`src/rtl/stopwatch_if.sv`:
```
`default_nettype none
// ------------------------------------------------------------------
// stopwatch_if : button pulses in, BCD digits and status flags out
// Rev 1.0
// ------------------------------------------------------------------
interface stopwatch_if;
   logic       start_p;
   logic       lap_p;
   logic [3:0] min_t;
   logic [3:0] min_u;
   logic [3:0] sec_t;
   logic [3:0] sec_u;
   logic [3:0] dsec;
   logic       running;
   logic       lap_hold;
   logic       tick;

   modport master (
      output start_p, lap_p,
      input  min_t, min_u, sec_t, sec_u, dsec, running, lap_hold, tick
   );

   modport slave (
      input  start_p, lap_p,
      output min_t, min_u, sec_t, sec_u, dsec, running, lap_hold, tick
   );
endinterface
`default_nettype wire

```
`src/rtl/stopwatch_ctrl.sv`:
```
`default_nettype none
// ------------------------------------------------------------------
// stopwatch_ctrl : MM:SS.d BCD stopwatch with start/pause, lap and clear
// Rev 1.0
// ------------------------------------------------------------------
module stopwatch_ctrl #(
   parameter int TICK_DIV = 5_000_000
) (
   input  logic        clk,
   input  logic        rst,
   stopwatch_if.slave  sw
);
   localparam int            PW      = (TICK_DIV > 1) ? $clog2(TICK_DIV) : 1;
   localparam logic [PW-1:0] PRE_MAX = PW'(TICK_DIV - 1);

   typedef enum logic [1:0] {
      IDLE  = 2'd0,
      RUN   = 2'd1,
      LAP   = 2'd2,
      PAUSE = 2'd3
   } state_t;

   // digit order: [4]=min_t [3]=min_u [2]=sec_t [1]=sec_u [0]=dsec
   typedef logic [4:0][3:0] bcd_t;

   state_t        state_q, state_d;
   logic [PW-1:0] presc_q, presc_d;
   bcd_t          live_q, live_d;
   bcd_t          snap_q, snap_d;
   bcd_t          disp_q, disp_d;
   logic          tick_q;
   logic          counting;
   logic          inc;

   function automatic bcd_t bcd_inc(input bcd_t v);
      bcd_t       r;
      logic       carry;
      logic [3:0] lim;
      r     = v;
      carry = 1'b1;
      for (int i = 0; i < 5; i++) begin
         lim = (i == 2 || i == 4) ? 4'd5 : 4'd9;
         if (carry) begin
            if (v[i] >= lim) begin
               r[i] = 4'd0;
            end else begin
               r[i]  = v[i] + 4'd1;
               carry = 1'b0;
            end
         end
      end
      return r;
   endfunction

   assign counting = (state_q == RUN) || (state_q == LAP);
   assign inc      = counting && (presc_q == PRE_MAX);

   always_comb begin
      state_d = state_q;
      presc_d = presc_q;
      live_d  = live_q;
      snap_d  = snap_q;

      if (counting) begin
         presc_d = inc ? '0 : presc_q + PW'(1);
         if (inc) begin
            live_d = bcd_inc(live_q);
         end
      end

      // start_p outranks lap_p in every state
      case (state_q)
         IDLE: begin
            if (sw.start_p) state_d = RUN;
         end
         RUN: begin
            if (sw.start_p) begin
               state_d = PAUSE;
            end else if (sw.lap_p) begin
               state_d = LAP;
               snap_d  = live_q;
            end
         end
         LAP: begin
            if (sw.start_p)    state_d = PAUSE;
            else if (sw.lap_p) state_d = RUN;
         end
         PAUSE: begin
            if (sw.start_p) begin
               state_d = RUN;
            end else if (sw.lap_p) begin
               state_d = IDLE;
               presc_d = '0;
               live_d  = '0;
               snap_d  = '0;
            end
         end
         default: state_d = IDLE;
      endcase

      disp_d = (state_q == LAP) ? snap_q : live_q;
   end

   always_ff @(posedge clk) begin
      if (rst) begin
         state_q <= IDLE;
         presc_q <= '0;
         live_q  <= '0;
         snap_q  <= '0;
         disp_q  <= '0;
         tick_q  <= 1'b0;
      end else begin
         state_q <= state_d;
         presc_q <= presc_d;
         live_q  <= live_d;
         snap_q  <= snap_d;
         disp_q  <= disp_d;
         tick_q  <= inc;
      end
   end

   assign sw.min_t    = disp_q[4];
   assign sw.min_u    = disp_q[3];
   assign sw.sec_t    = disp_q[2];
   assign sw.sec_u    = disp_q[1];
   assign sw.dsec     = disp_q[0];
   assign sw.running  = counting;
   assign sw.lap_hold = (state_q == LAP);
   assign sw.tick     = tick_q;
endmodule
`default_nettype wire

```
`src/flat_wrapper.sv`:
```
// flat-port wrapper written by rule: the top's interface ports become plain ports
module stopwatch_ctrl_flat 
#(
   parameter int TICK_DIV = 5_000_000
)
  (clk, rst, sw_start_p, sw_lap_p, sw_min_t, sw_min_u, sw_sec_t, sw_sec_u, sw_dsec, sw_running, sw_lap_hold, sw_tick);
  stopwatch_if sw_i ();
  input  logic clk;
  input  logic rst;
  input wire logic [$bits(sw_i.start_p)-1:0] sw_start_p;
  input wire logic [$bits(sw_i.lap_p)-1:0] sw_lap_p;
  output wire logic [$bits(sw_i.min_t)-1:0] sw_min_t;
  output wire logic [$bits(sw_i.min_u)-1:0] sw_min_u;
  output wire logic [$bits(sw_i.sec_t)-1:0] sw_sec_t;
  output wire logic [$bits(sw_i.sec_u)-1:0] sw_sec_u;
  output wire logic [$bits(sw_i.dsec)-1:0] sw_dsec;
  output wire logic [$bits(sw_i.running)-1:0] sw_running;
  output wire logic [$bits(sw_i.lap_hold)-1:0] sw_lap_hold;
  output wire logic [$bits(sw_i.tick)-1:0] sw_tick;
  assign sw_i.start_p = sw_start_p;
  assign sw_i.lap_p = sw_lap_p;
  assign sw_min_t = sw_i.min_t;
  assign sw_min_u = sw_i.min_u;
  assign sw_sec_t = sw_i.sec_t;
  assign sw_sec_u = sw_i.sec_u;
  assign sw_dsec = sw_i.dsec;
  assign sw_running = sw_i.running;
  assign sw_lap_hold = sw_i.lap_hold;
  assign sw_tick = sw_i.tick;
  stopwatch_ctrl #(.TICK_DIV(TICK_DIV)) u_core (.clk(clk), .rst(rst), .sw(sw_i));
endmodule
```
`config.mk`:
```
export PLATFORM = sky130hd
export DESIGN_NAME = stopwatch_ctrl_flat
export DESIGN_NICKNAME = d
export VERILOG_FILES = /design/src/rtl/stopwatch_if.sv /design/src/rtl/stopwatch_ctrl.sv /design/src/flat_wrapper.sv
export SDC_FILE = /design/constraint.sdc
export NUM_CORES = 1
export LEC_CHECK = 0
export ABC_CLOCK_PERIOD_IN_PS = 2200
export CAP_MARGIN = 15
export CELL_PAD_IN_SITES_DETAIL_PLACEMENT = 0
export CELL_PAD_IN_SITES_GLOBAL_PLACEMENT = 1
export CORE_ASPECT_RATIO = 1.2
export CORE_MARGIN = 2
export CORE_UTILIZATION = 40
export DETAILED_ROUTE_END_ITERATION = 7
export PLACE_DENSITY = 0.81
export SKIP_CTS_REPAIR_TIMING = 1
export SYNTH_ARGS = -nofsm -noshare
export SYNTH_HDL_FRONTEND = slang
export SYNTH_SLANG_ARGS = --single-unit
```
`constraint.sdc`:
```
create_clock -name clk -period 2.2 [get_ports clk]
set_input_delay 0.44 -clock clk [delete_from_list [all_inputs] [get_ports clk]]
set_output_delay 0.44 -clock clk [all_outputs]
set_load 0.01 [all_outputs]
```
# Word-level counts from Yosys, hierarchy flattened
# Cells that the tools add are included.
dict set report word_totals {
  in_bits 4
  wordCells 95
  regBits 86
}
dict set report classes {
  n_reduce_logical 6
  eq_ne 12
  mux 48
  n_lt_le_gt_ge 5
  add_sub_neg 6
}
# cell n
set ops {}
lappend ops {{20-bit 2-to-1 mux} 10}
lappend ops {{23-bit 2-to-1 mux} 5}
lappend ops {{20-bit case mux with 2 select lines} 1}
lappend ops {{4-bit 2-to-1 mux} 9}
lappend ops {{23-bit by 1-bit adder with 23-bit output (second input constant)} 1}
lappend ops {{23-bit equality test (second input constant)} 1}
lappend ops {{4-bit by 1-bit adder with 4-bit output (second input constant)} 5}
lappend ops {{1-bit 2-to-1 mux} 15}
lappend ops {{2-bit 2-to-1 mux} 7}
lappend ops {{4-bit greater-or-equal comparator (second input constant)} 3}
lappend ops {{2-bit != test (second input constant)} 5}
lappend ops {{3-bit != test (second input constant)} 3}
lappend ops {{4-bit by 3-bit greater-or-equal comparator with 1-bit output (second input constant)} 2}
lappend ops {{2-bit case mux with 4 select lines} 1}
lappend ops {{5-bit AND reduction} 1}
lappend ops {{2-bit equality test (second input constant)} 2}
lappend ops {{4-bit AND reduction} 1}
lappend ops {{2-bit by 1-bit equality test with 1-bit output (second input constant)} 1}
lappend ops {{2-bit zero test} 1}
lappend ops {{2-bit nonzero test} 1}
lappend ops {{1-bit logical AND} 1}
lappend ops {{1-bit logical OR} 1}

# Logic depth before layout (Yosys ltp)
dict set report depth {
  word_depth 20
  depth_mapped 9
  ltp_nobuf 7
}

# Least setup slack after synthesis
# OpenSTA, ideal clock, no wires.
dict set report synth_path {
  path_type {reg-to-reg}
  startpoint {register u_core.state_q[0]}
  endpoint {register u_core.live_q[10] in the netlist's numbering}
  n_path_buf 2
  arrival_time_ns 2.343
  setup_ns 0.132
  path_stages_with_launch 10
  path_slack_ns -0.275
  cell_sequence {dfxtp_1 inv_1 ha_1 buf_4 nand4_2 or4_4 or4_4 buf_6 o21ai_1 a21oi_1}
}
dict set report synth_between {
  elab_chain_cells 8
  word_cells_on_any_way 10
  cone_classes {eq/ne: 3; mux: 5; reduce/logical: 2}
}
# element line_no
set synth_lines {}
lappend synth_lines {{from (decl)} stopwatch_ctrl.sv:26} ;# state_t state_q, state_d;
lappend synth_lines {{from (signal assigned)} stopwatch_ctrl.sv:113} ;# state_q <= state_d;
lappend synth_lines {{2-bit by 1-bit equality test with 1-bit output / 2-bit equality test (equally long branches)} stopwatch_ctrl.sv:55} ;# assign counting = (state_q == RUN) || (state_q == LAP);
lappend synth_lines {{1-bit logical OR (*)} stopwatch_ctrl.sv:55}
lappend synth_lines {{via sw_running} flat_wrapper.sv:17} ;# output wire logic [$bits(sw_i.running)-1:0] sw_running;
lappend synth_lines {{1-bit logical AND} stopwatch_ctrl.sv:56} ;# assign inc = counting && (presc_q == PRE_MAX);
lappend synth_lines {{20-bit 2-to-1 mux} stopwatch_ctrl.sv:66} ;# if (inc) begin
lappend synth_lines {{20-bit 2-to-1 mux (*)} stopwatch_ctrl.sv:64} ;# if (counting) begin
lappend synth_lines {{20-bit 2-to-1 mux} stopwatch_ctrl.sv:91} ;# end else if (sw.lap_p) begin
lappend synth_lines {{20-bit 2-to-1 mux} stopwatch_ctrl.sv:89} ;# if (sw.start_p) begin
lappend synth_lines {{20-bit 2-to-1 mux (*)} stopwatch_ctrl.sv:72} ;# case (state_q)
lappend synth_lines {{to (signal assigned)} stopwatch_ctrl.sv:115} ;# live_q <= live_d;
lappend synth_lines {{to (decl)} stopwatch_ctrl.sv:28} ;# bcd_t live_q, live_d;
# Mark *: on every way through the listed nets, which the timed path passes. The rest lies on a longest branch.
# A chain may end at the register's enable or synchronous reset.

# Worst setup path in the final report
dict set report layout_path {
  startpoint {register u_core.state_q[1]}
  endpoint {register u_core.live_q[13] in the netlist's numbering}
}
dict set report layout_between {
  elab_chain_cells 8
  word_cells_on_any_way 10
  cone_classes {eq/ne: 3; mux: 5; reduce/logical: 2}
}
# element line_no
set layout_lines {}
lappend layout_lines {{2-bit by 1-bit equality test with 1-bit output / 2-bit equality test (equally long branches)} stopwatch_ctrl.sv:55}
lappend layout_lines {{1-bit logical OR} stopwatch_ctrl.sv:55}
lappend layout_lines {{1-bit logical AND} stopwatch_ctrl.sv:56}
lappend layout_lines {{20-bit 2-to-1 mux} stopwatch_ctrl.sv:66}
lappend layout_lines {{20-bit 2-to-1 mux} stopwatch_ctrl.sv:64}
lappend layout_lines {{20-bit 2-to-1 mux} stopwatch_ctrl.sv:91}
lappend layout_lines {{20-bit 2-to-1 mux} stopwatch_ctrl.sv:89}
lappend layout_lines {{20-bit 2-to-1 mux (*)} stopwatch_ctrl.sv:72}
# Mark *: on every way between the ends. The rest lies on a longest branch, timed or not.

==> qor.csv <==
metric,value,unit
Adder-Cell Fraction of Synth Area,0.0640,
CP Launch Type,register,
GPL Wtd Cong,0.761,
unrepaired setup endpoints after global routing,yes,
Setup Crit Path Kind,reg2reg,
Worst EP required,2.41,ns
fraction of layout cells with a size suffix above 1,0.117,
Hold Path Class,reg2reg,
largest net degree at the start of global routing,41,
Final Max Tran Viols,0,
post-route insts no fill,628,
Die Ht,112,microns
area grow syn2layout,23.7,%
syn_area_per_cell,8.65,sq um
Total Wirelength,8290,microns
CTS tree,yes,
post-synth cell types,39,
post-layout min period,2.25,ns
leakage,1.78,nW
Synthesized Nets,476,
Detailed Place HPWL,5870,microns
TritonRoute pass-1 iters,4,
"Largest stage delay, worst path",0.55,ns
CP cell instances,inv_2 > ha_4 > nand4_4 > or4_4 > or4_4 > buf_6 > o21ai_2 > a21oi_1,
Compound-Gate Fraction of Synth Area,0.0935,
simple-gate area share of the yosys netlist,0.252,
crit-path max FO,7,
Yosys Warn Count,0,
asr flop ratio synth,0,
Slew headroom,0.539,
hold path cells,2,
post-synthesis sequential area ratio,0.440,
Post-Syn Area,3910,sq um
critical path endpoint category,register,
"Clk Latency, worst-skew pair",0.33,ns
status,"complete, but fails checks",
clk root buf,clkbuf_16,
#FFs+latches synth,86,
WL per Instance,13.2,microns
clock sink total,86,
total CTS buffers,9,
Post-Place Cells,608,
max_cap viols,0,
post-synthesis cell count,452,
ANT nets after route,0,
Die X,94.2,microns
vias,3247,
Post-synth EDFFs,0,
clock transition at the registers of the reported paths,0.06,ns
final hold violations,0,
"count leader, synth",dfxtp_1,
Final Util,0.508,
Pwr Density,684,nW/um^2
synth top area cells,"dfxtp_1 (44%), nor2_1 (7.6%), ha_1 (6.4%), a21oi_1 (5.5%), mux2i_1 (5.4%)",
# IOs,27,
first-pass GRT wire length,14400,microns
failing checks,negative setup slack,
# port buffers,26,
Worst EP arrival,2.46,ns
# DRC,0,
synth cell count leaders,"dfxtp_1 (86), nor2_1 (79), a21oi_1 (43), inv_1 (23), mux2i_1 (21)",
ys flop type,dfxtp_1,
total power,3.31,mW
Crit-path slowest cell,or4_4,
initial antenna violation count,0,
grt ovf,0,
Detailed Route Iter0 Violations,86,
maximum root-to-sink buffer count,2,
worst-margin pin slew,0.686,ns
main combinational cell family by area after synthesis,simple AND/OR/NAND/NOR gates,
worst setup margin,-0.0461,ns
TNS Setup,-0.113,ns
nets,524,
Synth Area in XOR/XNOR,0.0493,
core footprint,9520,sq um
Yosys top cell area share,0.440,
maximum clock frequency,445,MHz
post-synth top area cell,dfxtp_1,
peak supply drop,0.361,mV
die area,10600,sq um
Via density,5.17,
Starting Density,0.411,
Row Count,39,
Worst Skew,0.00598,ns
multiplexer share of the synthesized area,0.0538,
crit-path most repeated cell,or4_4,
number of global-route vias before repair,3069,
H-tree Lvls,3,
fin crit share,1.02,
GRT Total Usage,0.169,
final setup violation count,4,
R2R setup slack,-0.05,ns
Antenna diodes,0,
reg2reg path depth,8,
## registers in the layout (all words and copies together), names as in the netlist
| signal | cells |
|---|---|
| u_core.live_q | 20 |
| u_core.presc_q | 23 |
| u_core.snap_q | 20 |
| u_core.state_q | 2 |
| u_core.sw.dsec | 4 |
| u_core.sw.min_t | 4 |
| u_core.sw.min_u | 4 |
| u_core.sw.sec_t | 4 |
| u_core.sw.sec_u | 4 |
| u_core.sw.tick | 1 |
## cells by family after synthesis
| family | Yosys count |
|---|---|
| and+or+nand+nor | 192 |
| DFF | 86 |
| AOI/OAI and AO/OA | 66 |
| buffers and inverters | 45 |
| xor gates and xnor gates | 22 |
| muxes | 21 |
| adders and majority gates | 20 |
## report_power, final
part | switching [mW] | leakage (nW) | total, mW | internal (mW)
clock | 0.577 | 0.144 | 1.49 | 0.912
sequential | 0.00699 | 0.694 | 1.58 | 1.57
combinational | 0.133 | 0.944 | 0.240 | 0.107
total | 0.717 | 1.78 | 3.31 | 2.59
## metal layers
layer / vias to the layer above / share of wire / GRT usage
met5: - / 0 / 0
met3: 10 / 0.030 / 0.0383
met1: 1537 / 0.46 / 0.216
met4: 0 / 0.014 / 0.0560
met2: 43 / 0.49 / 0.282
li1: 1657 / - / -
## stage by stage
| stage | hold slack [ns] | cell area [sq um] | setup slack, ns |
|---|---|---|---|
| final | 0.487 | 4830 | -0.0461 |
| after global routing | 0.512 | 4830 | -0.122 |
| after CTS | 0.490 | 4790 | -0.0123 |
| after detailed placement | 0.475 | 4500 | -0.00422 |
| after global placement | 0.465 | 4500 | 0.0114 |
| after floorplan | 0.457 | 3940 | -0.133 |
## worst max-delay path, delay by kind of cell (launching register included)
| kind | cells | cell delay, ns |
|---|---|---|
| AO/OA/AOI/OAI | 2 | 0.19 |
| buffers and inverters | 2 | 0.21 |
| flip-flops | 1 | 0.33 |
| AND/OR/NAND/NOR | 3 | 1.14 |
| adder cells (fa/ha/maj) | 1 | 0.27 |
## final timing paths
path	startpoint	to
max reg2reg	u_core.state_q[1]	u_core.live_q[13]
max	u_core.state_q[1]	u_core.live_q[13]
min	u_core.snap_q[7]	u_core.snap_q[7]
min reg2reg	u_core.snap_q[7]	u_core.snap_q[7]
## area by class of cell
class	instances	area, sq um
Timing Repair Buffer	59	537
Sequential cell	86	1720
Multi-Input combinational cell	321	2040
Fill cell	932	4680
Clock inverter	3	43.8
Clock buffer	13	250
Inverter	23	86.3
Tap cell	123	154
## cell usage in the layout, fill, tap and decap left out, types with 2 or more instances in the layout
master	n
and4_1	2
buf_12	2
nand2b_1	4
inv_2	2
or4_4	2
dfxtp_2	2
dfxtp_1	84
xor2_1	6
nand4_1	14
nor4b_1	3
or3_1	3
nor3b_1	10
nor3_1	15
nand4b_1	2
a21oi_1	43
nand3_1	15
clkbuf_1	3
nor2_1	79
nor4_1	11
nor2b_1	3
o21ai_0	2
xnor2_1	16
a31oi_1	2
and3_1	10
a21o_1	2
mux2i_1	21
o21ai_1	4
ha_1	19
buf_4	30
nand2_1	15
inv_1	21
o31ai_1	5
clkbuf_16	9
o21ai_2	4
clkdlybuf4s50_1	26
(Power assumes the default switching activity.)
